===== config.mk =====
export PLATFORM = sky130hd
export DESIGN_NAME = ps2_scancode_decoder_flat
export DESIGN_NICKNAME = d
export VERILOG_FILES = /design/src/rtl/ps2_pkg.sv /design/src/rtl/ps2_scancode_decoder_if.sv /design/src/rtl/ps2_modifier_tracker.sv /design/src/rtl/ps2_scancode_decoder.sv /design/src/flat_wrapper.sv
export SDC_FILE = /design/constraint.sdc
export NUM_CORES = 1
export LEC_CHECK = 0
export BUFFER_PORTS_ARGS = -buffer_cell sky130_fd_sc_hd__buf_2
export CORE_AREA = 2 2 53 105
export CTS_CLUSTER_DIAMETER = 150
export DETAILED_ROUTE_END_ITERATION = 8
export DIE_AREA = 0 0 55 107
export GPL_ROUTABILITY_DRIVEN = 0
export HOLD_SLACK_MARGIN = 0.12
export PLACE_DENSITY = 0.61
export SLEW_MARGIN = 25
export SYNTH_ARGS = -nofsm -noshare
export SYNTH_HDL_FRONTEND = slang
export SYNTH_SLANG_ARGS = --single-unit

===== constraint.sdc =====
create_clock -name clk -period 2.5 [get_ports clk]
set_input_delay 0.125 -clock clk [delete_from_list [all_inputs] [get_ports clk]]
set_output_delay 0.125 -clock clk [all_outputs]
set_load 0.01 [all_outputs]

===== src/rtl/ps2_pkg.sv =====
`default_nettype none
// ============================================================================
// Module      : ps2_pkg
// Description : Shared types and constants for the PS/2 Set-2 scan-code
//               decoder: decoder state encoding, prefix/control byte
//               values, modifier key codes and bit positions in `mods`.
// Ports       : none (package)
// Revision    : 1.0 - initial release
// ============================================================================
package ps2_pkg;

  // Decoder FSM states
  typedef enum logic [2:0] {
    ST_IDLE   = 3'd0,  // waiting for the first byte of a sequence
    ST_EXT    = 3'd1,  // seen E0
    ST_BRK    = 3'd2,  // seen F0
    ST_EXTBRK = 3'd3,  // seen E0 F0
    ST_SKIP   = 3'd4   // discarding the tail of an E1 (Pause) sequence
  } ps2_dec_state_t;

  // Prefix / control bytes
  localparam logic [7:0] C_E0 = 8'hE0;
  localparam logic [7:0] C_E1 = 8'hE1;
  localparam logic [7:0] C_F0 = 8'hF0;
  localparam logic [7:0] C_AA = 8'hAA;  // BAT passed
  localparam logic [7:0] C_FA = 8'hFA;  // ACK
  localparam logic [7:0] C_FE = 8'hFE;  // resend
  localparam logic [7:0] C_EE = 8'hEE;  // echo
  localparam logic [7:0] C_00 = 8'h00;  // overrun / error
  localparam logic [7:0] C_FF = 8'hFF;  // overrun / error

  // Modifier key codes
  localparam logic [7:0] C_LSHIFT = 8'h12;
  localparam logic [7:0] C_RSHIFT = 8'h59;
  localparam logic [7:0] C_CTRL   = 8'h14;
  localparam logic [7:0] C_ALT    = 8'h11;
  localparam logic [7:0] C_CAPS   = 8'h58;

  // Bit positions inside mods = {caps_lock, alt, ctrl, rshift, lshift}
  localparam int MOD_LSHIFT = 0;
  localparam int MOD_RSHIFT = 1;
  localparam int MOD_CTRL   = 2;
  localparam int MOD_ALT    = 3;
  localparam int MOD_CAPS   = 4;
  localparam int MOD_W      = 5;

  // Bytes the keyboard emits to flag a receive overrun or key-detection error
  function automatic logic is_err_byte(input logic [7:0] b);
    return (b == C_00) || (b == C_FF);
  endfunction

  // Keyboard status/response bytes that carry no key information
  function automatic logic is_status_byte(input logic [7:0] b);
    return (b == C_AA) || (b == C_FA) || (b == C_FE) || (b == C_EE);
  endfunction

endpackage
`default_nettype wire


===== src/rtl/ps2_scancode_decoder_if.sv =====
`default_nettype none
// ============================================================================
// Module      : ps2_scancode_decoder_if
// Description : Bundles the receiver-FIFO side (byte + pop strobe) and the
//               key-event side (valid/ready handshake + event fields,
//               modifier state, error pulse) of the scan-code decoder.
// Ports       : none; modports
//               slave  - decoder view (consumes bytes, produces events)
//               master - environment view (supplies bytes, sinks events)
// Revision    : 1.0 - initial release
// ============================================================================
interface ps2_scancode_decoder_if;

  logic [7:0] ps2_data;        // head-of-FIFO byte
  logic       ps2_ready;       // FIFO non-empty
  logic       ps2_nextdata_n;  // active-low pop strobe
  logic       ev_valid;        // event register holds an event
  logic       ev_ready;        // consumer accepts the event
  logic [7:0] ev_code;         // scan code, prefixes stripped
  logic       ev_ext;          // E0-prefixed
  logic       ev_break;        // 1 = release
  logic       ev_repeat;       // typematic repeat
  logic [4:0] mods;            // {caps_lock, alt, ctrl, rshift, lshift}
  logic       err;             // one-cycle error pulse

  modport slave (
    input  ps2_data, ps2_ready, ev_ready,
    output ps2_nextdata_n, ev_valid, ev_code, ev_ext, ev_break, ev_repeat,
           mods, err
  );

  modport master (
    output ps2_data, ps2_ready, ev_ready,
    input  ps2_nextdata_n, ev_valid, ev_code, ev_ext, ev_break, ev_repeat,
           mods, err
  );

endinterface
`default_nettype wire


===== src/rtl/ps2_modifier_tracker.sv =====
`default_nettype none
// ============================================================================
// Module      : ps2_modifier_tracker
// Description : Keeps live modifier state from decoded key events. Shift,
//               ctrl and alt follow make/break; caps_lock toggles on a
//               fresh (non-repeat) press of the Caps Lock key.
// Ports       : clk        - system clock
//               clrn       - asynchronous active-low reset
//               ev_stb_i   - an event is being produced this cycle
//               code_i     - event scan code
//               ext_i      - event was E0-prefixed
//               brk_i      - event is a release
//               rep_i      - event is a typematic repeat
//               mods_o     - {caps_lock, alt, ctrl, rshift, lshift}
// Revision    : 1.0 - initial release
// ============================================================================
module ps2_modifier_tracker
  import ps2_pkg::*;
(
  input  wire logic             clk,
  input  wire logic             clrn,
  input  wire logic             ev_stb_i,
  input  wire logic [7:0]       code_i,
  input  wire logic             ext_i,
  input  wire logic             brk_i,
  input  wire logic             rep_i,
  output      logic [MOD_W-1:0] mods_o
);

  logic [MOD_W-1:0] mods_q;
  logic [MOD_W-1:0] mods_d;

  always_comb begin
    mods_d = mods_q;
    if (ev_stb_i) begin
      // Shifts have no E0 variant; E0 12 / E0 59 are fake shifts.
      if (!ext_i && code_i == C_LSHIFT) mods_d[MOD_LSHIFT] = ~brk_i;
      if (!ext_i && code_i == C_RSHIFT) mods_d[MOD_RSHIFT] = ~brk_i;
      // Left (plain) and right (E0) ctrl/alt share one bit.
      if (code_i == C_CTRL) mods_d[MOD_CTRL] = ~brk_i;
      if (code_i == C_ALT)  mods_d[MOD_ALT]  = ~brk_i;
      if (!ext_i && code_i == C_CAPS && !brk_i && !rep_i)
        mods_d[MOD_CAPS] = ~mods_q[MOD_CAPS];
    end
  end

  always_ff @(posedge clk or negedge clrn) begin
    if (!clrn) begin
      mods_q <= '0;
    end else begin
      mods_q <= mods_d;
    end
  end

  assign mods_o = mods_q;

endmodule
`default_nettype wire


===== src/rtl/ps2_scancode_decoder.sv =====
`default_nettype none
// ============================================================================
// Module      : ps2_scancode_decoder
// Description : Turns raw Set-2 scan-code bytes from the PS/2 receiver FIFO
//               into single key events (make/break, E0 flag, typematic
//               repeat flag) with live modifier state, one event at a time
//               over a valid/ready handshake.
// Ports       : clk            - system clock
//               clrn           - asynchronous active-low reset
//               bus (slave)    - ps2_data/ps2_ready in, ps2_nextdata_n out;
//                                ev_valid/ev_ready handshake, ev_code,
//                                ev_ext, ev_break, ev_repeat, mods, err
// Parameters  : E1_SKIP        - bytes discarded after an E1 prefix
// Revision    : 1.0 - initial release
// ============================================================================
module ps2_scancode_decoder
  import ps2_pkg::*;
#(
  parameter int unsigned E1_SKIP = 7
) (
  input wire logic                  clk,
  input wire logic                  clrn,
  ps2_scancode_decoder_if.slave     bus
);

  // --------------------------------------------------------------------------
  // Registers
  // --------------------------------------------------------------------------
  ps2_dec_state_t state_q, state_d;
  logic [7:0]     skip_q, skip_d;
  logic           holdoff_q;
  logic           err_q, err_d;

  logic           ev_valid_q;
  logic [7:0]     ev_code_q;
  logic           ev_ext_q;
  logic           ev_break_q;
  logic           ev_repeat_q;

  logic [8:0]     last_make_q;   // {ext, code}
  logic           last_valid_q;

  // --------------------------------------------------------------------------
  // Combinational
  // --------------------------------------------------------------------------
  logic           consume;
  logic           produce;
  logic           p_ext;
  logic           p_brk;
  logic           p_rep;
  logic           lm_match;
  logic [8:0]     key;
  logic [MOD_W-1:0] mods;

  // Gating with clrn keeps the pop strobe inactive while held in reset so no
  // byte is lost to a decoder that is not listening.
  assign consume = clrn & bus.ps2_ready & ~holdoff_q &
                   ~(ev_valid_q & ~bus.ev_ready);

  always_comb begin
    state_d = state_q;
    skip_d  = skip_q;
    produce = 1'b0;
    p_ext   = 1'b0;
    p_brk   = 1'b0;
    err_d   = 1'b0;

    if (consume) begin
      case (state_q)
        ST_IDLE: begin
          if (is_err_byte(bus.ps2_data)) begin
            err_d = 1'b1;
          end else if (bus.ps2_data == C_E0) begin
            state_d = ST_EXT;
          end else if (bus.ps2_data == C_F0) begin
            state_d = ST_BRK;
          end else if (bus.ps2_data == C_E1) begin
            if (E1_SKIP > 0) begin
              state_d = ST_SKIP;
              skip_d  = 8'(E1_SKIP);
            end
          end else if (!is_status_byte(bus.ps2_data)) begin
            produce = 1'b1;
          end
        end

        ST_EXT: begin
          state_d = ST_IDLE;
          if (is_err_byte(bus.ps2_data)) begin
            err_d = 1'b1;
          end else if (bus.ps2_data == C_F0) begin
            state_d = ST_EXTBRK;
          end else if (bus.ps2_data != C_LSHIFT && bus.ps2_data != C_RSHIFT) begin
            // E0 12 / E0 59 are fake shifts wrapped around navigation keys.
            produce = 1'b1;
            p_ext   = 1'b1;
          end
        end

        ST_BRK, ST_EXTBRK: begin
          state_d = ST_IDLE;
          if (is_err_byte(bus.ps2_data)) begin
            err_d = 1'b1;
          end else begin
            produce = 1'b1;
            p_brk   = 1'b1;
            p_ext   = (state_q == ST_EXTBRK);
          end
        end

        ST_SKIP: begin
          // Pause payload is consumed blindly, error bytes included.
          if (skip_q <= 8'd1) begin
            skip_d  = 8'd0;
            state_d = ST_IDLE;
          end else begin
            skip_d = skip_q - 8'd1;
          end
        end

        default: begin
          state_d = ST_IDLE;
        end
      endcase
    end
  end

  // Repeat detection against the most recent distinct make
  assign key      = {p_ext, bus.ps2_data};
  assign lm_match = last_valid_q && (last_make_q == key);
  assign p_rep    = produce & ~p_brk & lm_match;

  // --------------------------------------------------------------------------
  // Sequential
  // --------------------------------------------------------------------------
  always_ff @(posedge clk or negedge clrn) begin
    if (!clrn) begin
      state_q      <= ST_IDLE;
      skip_q       <= 8'd0;
      holdoff_q    <= 1'b0;
      err_q        <= 1'b0;
      ev_valid_q   <= 1'b0;
      ev_code_q    <= 8'd0;
      ev_ext_q     <= 1'b0;
      ev_break_q   <= 1'b0;
      ev_repeat_q  <= 1'b0;
      last_make_q  <= 9'd0;
      last_valid_q <= 1'b0;
    end else begin
      state_q   <= state_d;
      skip_q    <= skip_d;
      holdoff_q <= consume;  // one-cycle bubble after every pop
      err_q     <= err_d;

      // A consume may coincide with a transfer; the new event then replaces
      // the departing one without a gap.
      if (produce) begin
        ev_valid_q  <= 1'b1;
        ev_code_q   <= bus.ps2_data;
        ev_ext_q    <= p_ext;
        ev_break_q  <= p_brk;
        ev_repeat_q <= p_rep;
      end else if (bus.ev_ready) begin
        ev_valid_q <= 1'b0;
      end

      if (produce && !p_brk && !lm_match) begin
        last_make_q  <= key;
        last_valid_q <= 1'b1;
      end else if (produce && p_brk && lm_match) begin
        last_valid_q <= 1'b0;
      end
    end
  end

  // --------------------------------------------------------------------------
  // Modifier state
  // --------------------------------------------------------------------------
  ps2_modifier_tracker u_mods (
    .clk      (clk),
    .clrn     (clrn),
    .ev_stb_i (produce),
    .code_i   (bus.ps2_data),
    .ext_i    (p_ext),
    .brk_i    (p_brk),
    .rep_i    (p_rep),
    .mods_o   (mods)
  );

  // --------------------------------------------------------------------------
  // Outputs
  // --------------------------------------------------------------------------
  assign bus.ps2_nextdata_n = ~consume;
  assign bus.ev_valid       = ev_valid_q;
  assign bus.ev_code        = ev_code_q;
  assign bus.ev_ext         = ev_ext_q;
  assign bus.ev_break       = ev_break_q;
  assign bus.ev_repeat      = ev_repeat_q;
  assign bus.mods           = mods;
  assign bus.err            = err_q;

endmodule
`default_nettype wire


===== src/flat_wrapper.sv =====
// flat-port wrapper written by rule: the top's interface ports become plain ports
module ps2_scancode_decoder_flat import ps2_pkg::*;
#(
  parameter int unsigned E1_SKIP = 7
)
  (clk, clrn, bus_ps2_data, bus_ps2_ready, bus_ev_ready, bus_ps2_nextdata_n, bus_ev_valid, bus_ev_code, bus_ev_ext, bus_ev_break, bus_ev_repeat, bus_mods, bus_err);
  ps2_scancode_decoder_if bus_i ();
  input wire logic clk;
  input wire logic clrn;
  input wire logic [$bits(bus_i.ps2_data)-1:0] bus_ps2_data;
  input wire logic [$bits(bus_i.ps2_ready)-1:0] bus_ps2_ready;
  input wire logic [$bits(bus_i.ev_ready)-1:0] bus_ev_ready;
  output wire logic [$bits(bus_i.ps2_nextdata_n)-1:0] bus_ps2_nextdata_n;
  output wire logic [$bits(bus_i.ev_valid)-1:0] bus_ev_valid;
  output wire logic [$bits(bus_i.ev_code)-1:0] bus_ev_code;
  output wire logic [$bits(bus_i.ev_ext)-1:0] bus_ev_ext;
  output wire logic [$bits(bus_i.ev_break)-1:0] bus_ev_break;
  output wire logic [$bits(bus_i.ev_repeat)-1:0] bus_ev_repeat;
  output wire logic [$bits(bus_i.mods)-1:0] bus_mods;
  output wire logic [$bits(bus_i.err)-1:0] bus_err;
  assign bus_i.ps2_data = bus_ps2_data;
  assign bus_i.ps2_ready = bus_ps2_ready;
  assign bus_i.ev_ready = bus_ev_ready;
  assign bus_ps2_nextdata_n = bus_i.ps2_nextdata_n;
  assign bus_ev_valid = bus_i.ev_valid;
  assign bus_ev_code = bus_i.ev_code;
  assign bus_ev_ext = bus_i.ev_ext;
  assign bus_ev_break = bus_i.ev_break;
  assign bus_ev_repeat = bus_i.ev_repeat;
  assign bus_mods = bus_i.mods;
  assign bus_err = bus_i.err;
  ps2_scancode_decoder #(.E1_SKIP(E1_SKIP)) u_core (.clk(clk), .clrn(clrn), .bus(bus_i));
endmodule

==> metrics.txt <==
status=complete, no violations; CTS H-tree depth=2; nets=260; Slowest-stage cell, CP=a2111o_2; WS Path Type=reg2reg; FF-to-FF setup slack=roughly 0.030 ns; crit path launch type=flop; first-pass GRT wire length=~8000 um; antenna diode count=0; initial antenna violation count=0; layout cells sized above 1=0.336; vias in the first global route=about 1.7k; VDD IR max=approximately 0.00052 V; Yosys warnings=0; WL/cell=between 15 and 20 um; CTS clk-pin slew, worst paths=about 0.080 ns; Max-Cap Viols=0; Worst-Margin Slew=around 0.51 ns; Main synth FF type=dfrtp_1; die height=about 110 um; Syn Nets=222; Worst Hold Depth=2; Final min period=roughly 2.5 ns; Buffers on Ports=30; post-synthesis sequential area ratio=0.450; CP max FO=8; max-slew violations=0; area grow syn2layout=18.1%; worst path cell trace=or3b_4 -> a31oi_4 -> a32oi_2 -> o31a_1 -> a2111o_2 -> mux2_4; DR pass1 iterations=4; clk sinks=40; io pins=31; CTS Buf Count=5; hold_ws=0.197 ns; CTS tree=built; Congestion Overflow GR=0; Post-Syn Instances=about 210; total wire length=roughly 5000 um; data arrival time of the worst path=2.66 ns; Initial Util=0.436; Total Power=around 2.4 mW; clk root buf=clkbuf_8; DRC viols=0; largest net degree at the start of global routing=41; gr usage total=0.187; Synth Cell Area=2220 um2; clock latency on the worst-skew pair=approximately 0.30 ns; Iteration-0 DRC Markers=53; Die W=about 55 um; Worst setup EP type=flop; total number of vias=approximately 1.8k; Site Rows=37; CTS max path bufs=2; vias per cell=5.74; flip-flop and latch count after synthesis=40; final setup vio count=0; Netlist cell types=53; ANT nets after route=0; final period utilization=0.988; Core ar.=5090 um2; Worst R2R Path Depth=6; worst endpoint required time=about 2.7 ns; Power Density=around 900 nW/um2; Die Area=between 5000 and 6000 um2; syn_area_per_cell=about 11 um2; maximum clock rate=0.405 GHz; Final Hold Fails=0; Leak=about 1.2 nW; Hold Crit Class=in2reg; crit-path max cell delay=around 0.6 ns; Slew HR=0.660; Post-synth EDFFs=0; fraction of registers with async set/reset=1.00; HPWL after DPL=around 3600 um; Final Skew=0.00768 ns
## synthesized netlist by cell type, types with 2 or more instances
| master | count | area share |
|---|---|---|
| buf_6 | 5 | 0.025 |
| mux2_1 | 5 | 0.025 |
| nand4_1 | 3 | 0.0084 |
| nand3_1 | 7 | 0.016 |
| nand2b_1 | 2 | 0.0056 |
| or3_1 | 4 | 0.011 |
| dfrtp_1 | 40 | 0.45 |
| nor4_1 | 7 | 0.020 |
| nor2b_1 | 3 | 0.0084 |
| ha_1 | 2 | 0.011 |
| xnor2_1 | 9 | 0.035 |
| buf_2 | 6 | 0.014 |
| mux2_4 | 8 | 0.054 |
| nor3_1 | 8 | 0.018 |
| o21ai_0 | 9 | 0.020 |
| a21oi_1 | 9 | 0.020 |
| a31oi_1 | 2 | 0.0056 |
| nand2_1 | 14 | 0.024 |
| nor2_1 | 11 | 0.019 |
| o2111a_1 | 2 | 0.010 |
| inv_1 | 6 | 0.010 |
| o31ai_1 | 5 | 0.017 |
| a21o_1 | 2 | 0.0068 |
| clkbuf_1 | 4 | 0.0068 |
| mux2_2 | 7 | 0.035 |
## power by group
group	total [mW]	internal [mW]	switching, mW
combinational	0.836	0.441	0.395
clock	0.545	0.301	0.244
sequential	0.990	0.844	0.146
total	2.37	1.59	0.785
## what timing repair did
| item | CTS | global route |
|---|---|---|
| gates resized for setup | 1 | 8 |
| setup buffers | 0 | 3 |
| setup endpoints to repair | 8 | 8 |
| hold endpoints to repair | 41 | 0 |
| cloned | 0 | 0 |
| hold buffers | 2 | 0 |
| pin swaps | 0 | 3 |
## worst paths after layout
kind                                                     start                                   to
setup / recovery                 u_core.state_q[2]$_DFFE_PN0P_    u_core.last_make_q[6]$_DFFE_PN0P_
min in group asynchronous                                 clrn  u_core.u_mods.mods_o[1]$_DFFE_PN0P_
max in group asynchronous                                 clrn        u_core.state_q[0]$_DFFE_PN0P_
setup reg to reg                 u_core.state_q[2]$_DFFE_PN0P_    u_core.last_make_q[6]$_DFFE_PN0P_
hold / removal                                 bus_ps2_data[5]    u_core.last_make_q[5]$_DFFE_PN0P_
hold reg to reg            u_core.u_mods.mods_o[4]$_DFFE_PN0P_  u_core.u_mods.mods_o[4]$_DFFE_PN0P_
## worst max-delay path, delay by kind of cell (launching register included)
family | cells | cell delay [ns]
simple gates | 1 | 0.42
mux | 1 | 0.34
flops | 1 | 0.42
compound gates | 4 | 1.17
## state kept, by name, indices dropped and copies added (netlist names)
signal	count
u_core.last_make_q	9
u_core.u_mods.mods_o	5
u_core.holdoff_q	1
u_core.bus.ev_ext	1
u_core.bus.err	1
u_core.skip_q	8
u_core.last_valid_q	1
u_core.bus.ev_repeat	1
u_core.bus.ev_valid	1
u_core.bus.ev_break	1
u_core.state_q	3
u_core.bus.ev_code	8
## final cells by class
| cell class | instances | area [um2] |
|---|---|---|
| clock inverter | 3 | 46.3 |
| multi-input combinational | 146 | 1130 |
| sequential | 40 | 1000 |
| clock buffer | 5 | 68.8 |
| inverter | 7 | 26.3 |
| tap | 58 | 72.6 |
| timing repair buffer | 46 | 275 |
| fill | 520 | 2470 |
## through the flow
stage	setup TNS, ns	utilization	setup WS [ns]	area, um2	std cells
5_1_grt	-0.0621	0.515	-0.0148	2630	305
4_1_cts	0	0.503	0.0155	2560	302
3_5_place_dp	-0.0350	0.476	-0.00917	2430	292
3_3_place_gp	0	0.476	0.0842	2430	292
2_1_floorplan	0	-	0.149	2220	208
6_report	0	0.515	0.0301	2630	305
## kinds of logic (layout without fill, tap and decap cells)
| group | count (synthesis) | after routing | share of synthesized area |
|---|---|---|---|
| flops | 40 | 40 | 0.450 |
| fa+ha+maj | 2 | 2 | 0.0113 |
| mux | 21 | 21 | 0.119 |
| buf+inv | 22 | 61 | 0.0574 |
| simple gates | 73 | 73 | 0.194 |
| xor+xnor | 10 | 10 | 0.0394 |
| compound gates | 40 | 40 | 0.128 |
## metal layers
| layer | global-route usage | up-vias | part of all wire | wire [um] |
|---|---|---|---|---|
| met5 | 0 | - | 0 | 0 |
| met4 | 0.0767 | 0 | 0.018 | 92 |
| met3 | 0.0348 | 6 | 0.038 | 190 |
| met2 | 0.331 | 43 | 0.55 | 2770 |
| met1 | 0.206 | 865 | 0.39 | 1990 |
| li1 | - | 836 | - | - |
## cell usage in the layout, fill, tap and decap left out, drive strengths merged, types with 2 or more instances in the layout
cell type and count:
dfrtp 40, nand4 3, nor2 11, ha 2
a32oi 2, nand3 7, clkbuf 5, a31oi 2
nand2b 2, nand3b 2, nor3 9, dlygate4sd3 2
xnor2 9, nand2 14, mux2 20, o21ai 9
buf 44, inv 8, a21oi 9, nor4 8
a31o 2, nor2b 3, a21o 2, or3 4
o2111a 2, o31ai 5
(Power assumes the default switching activity.)
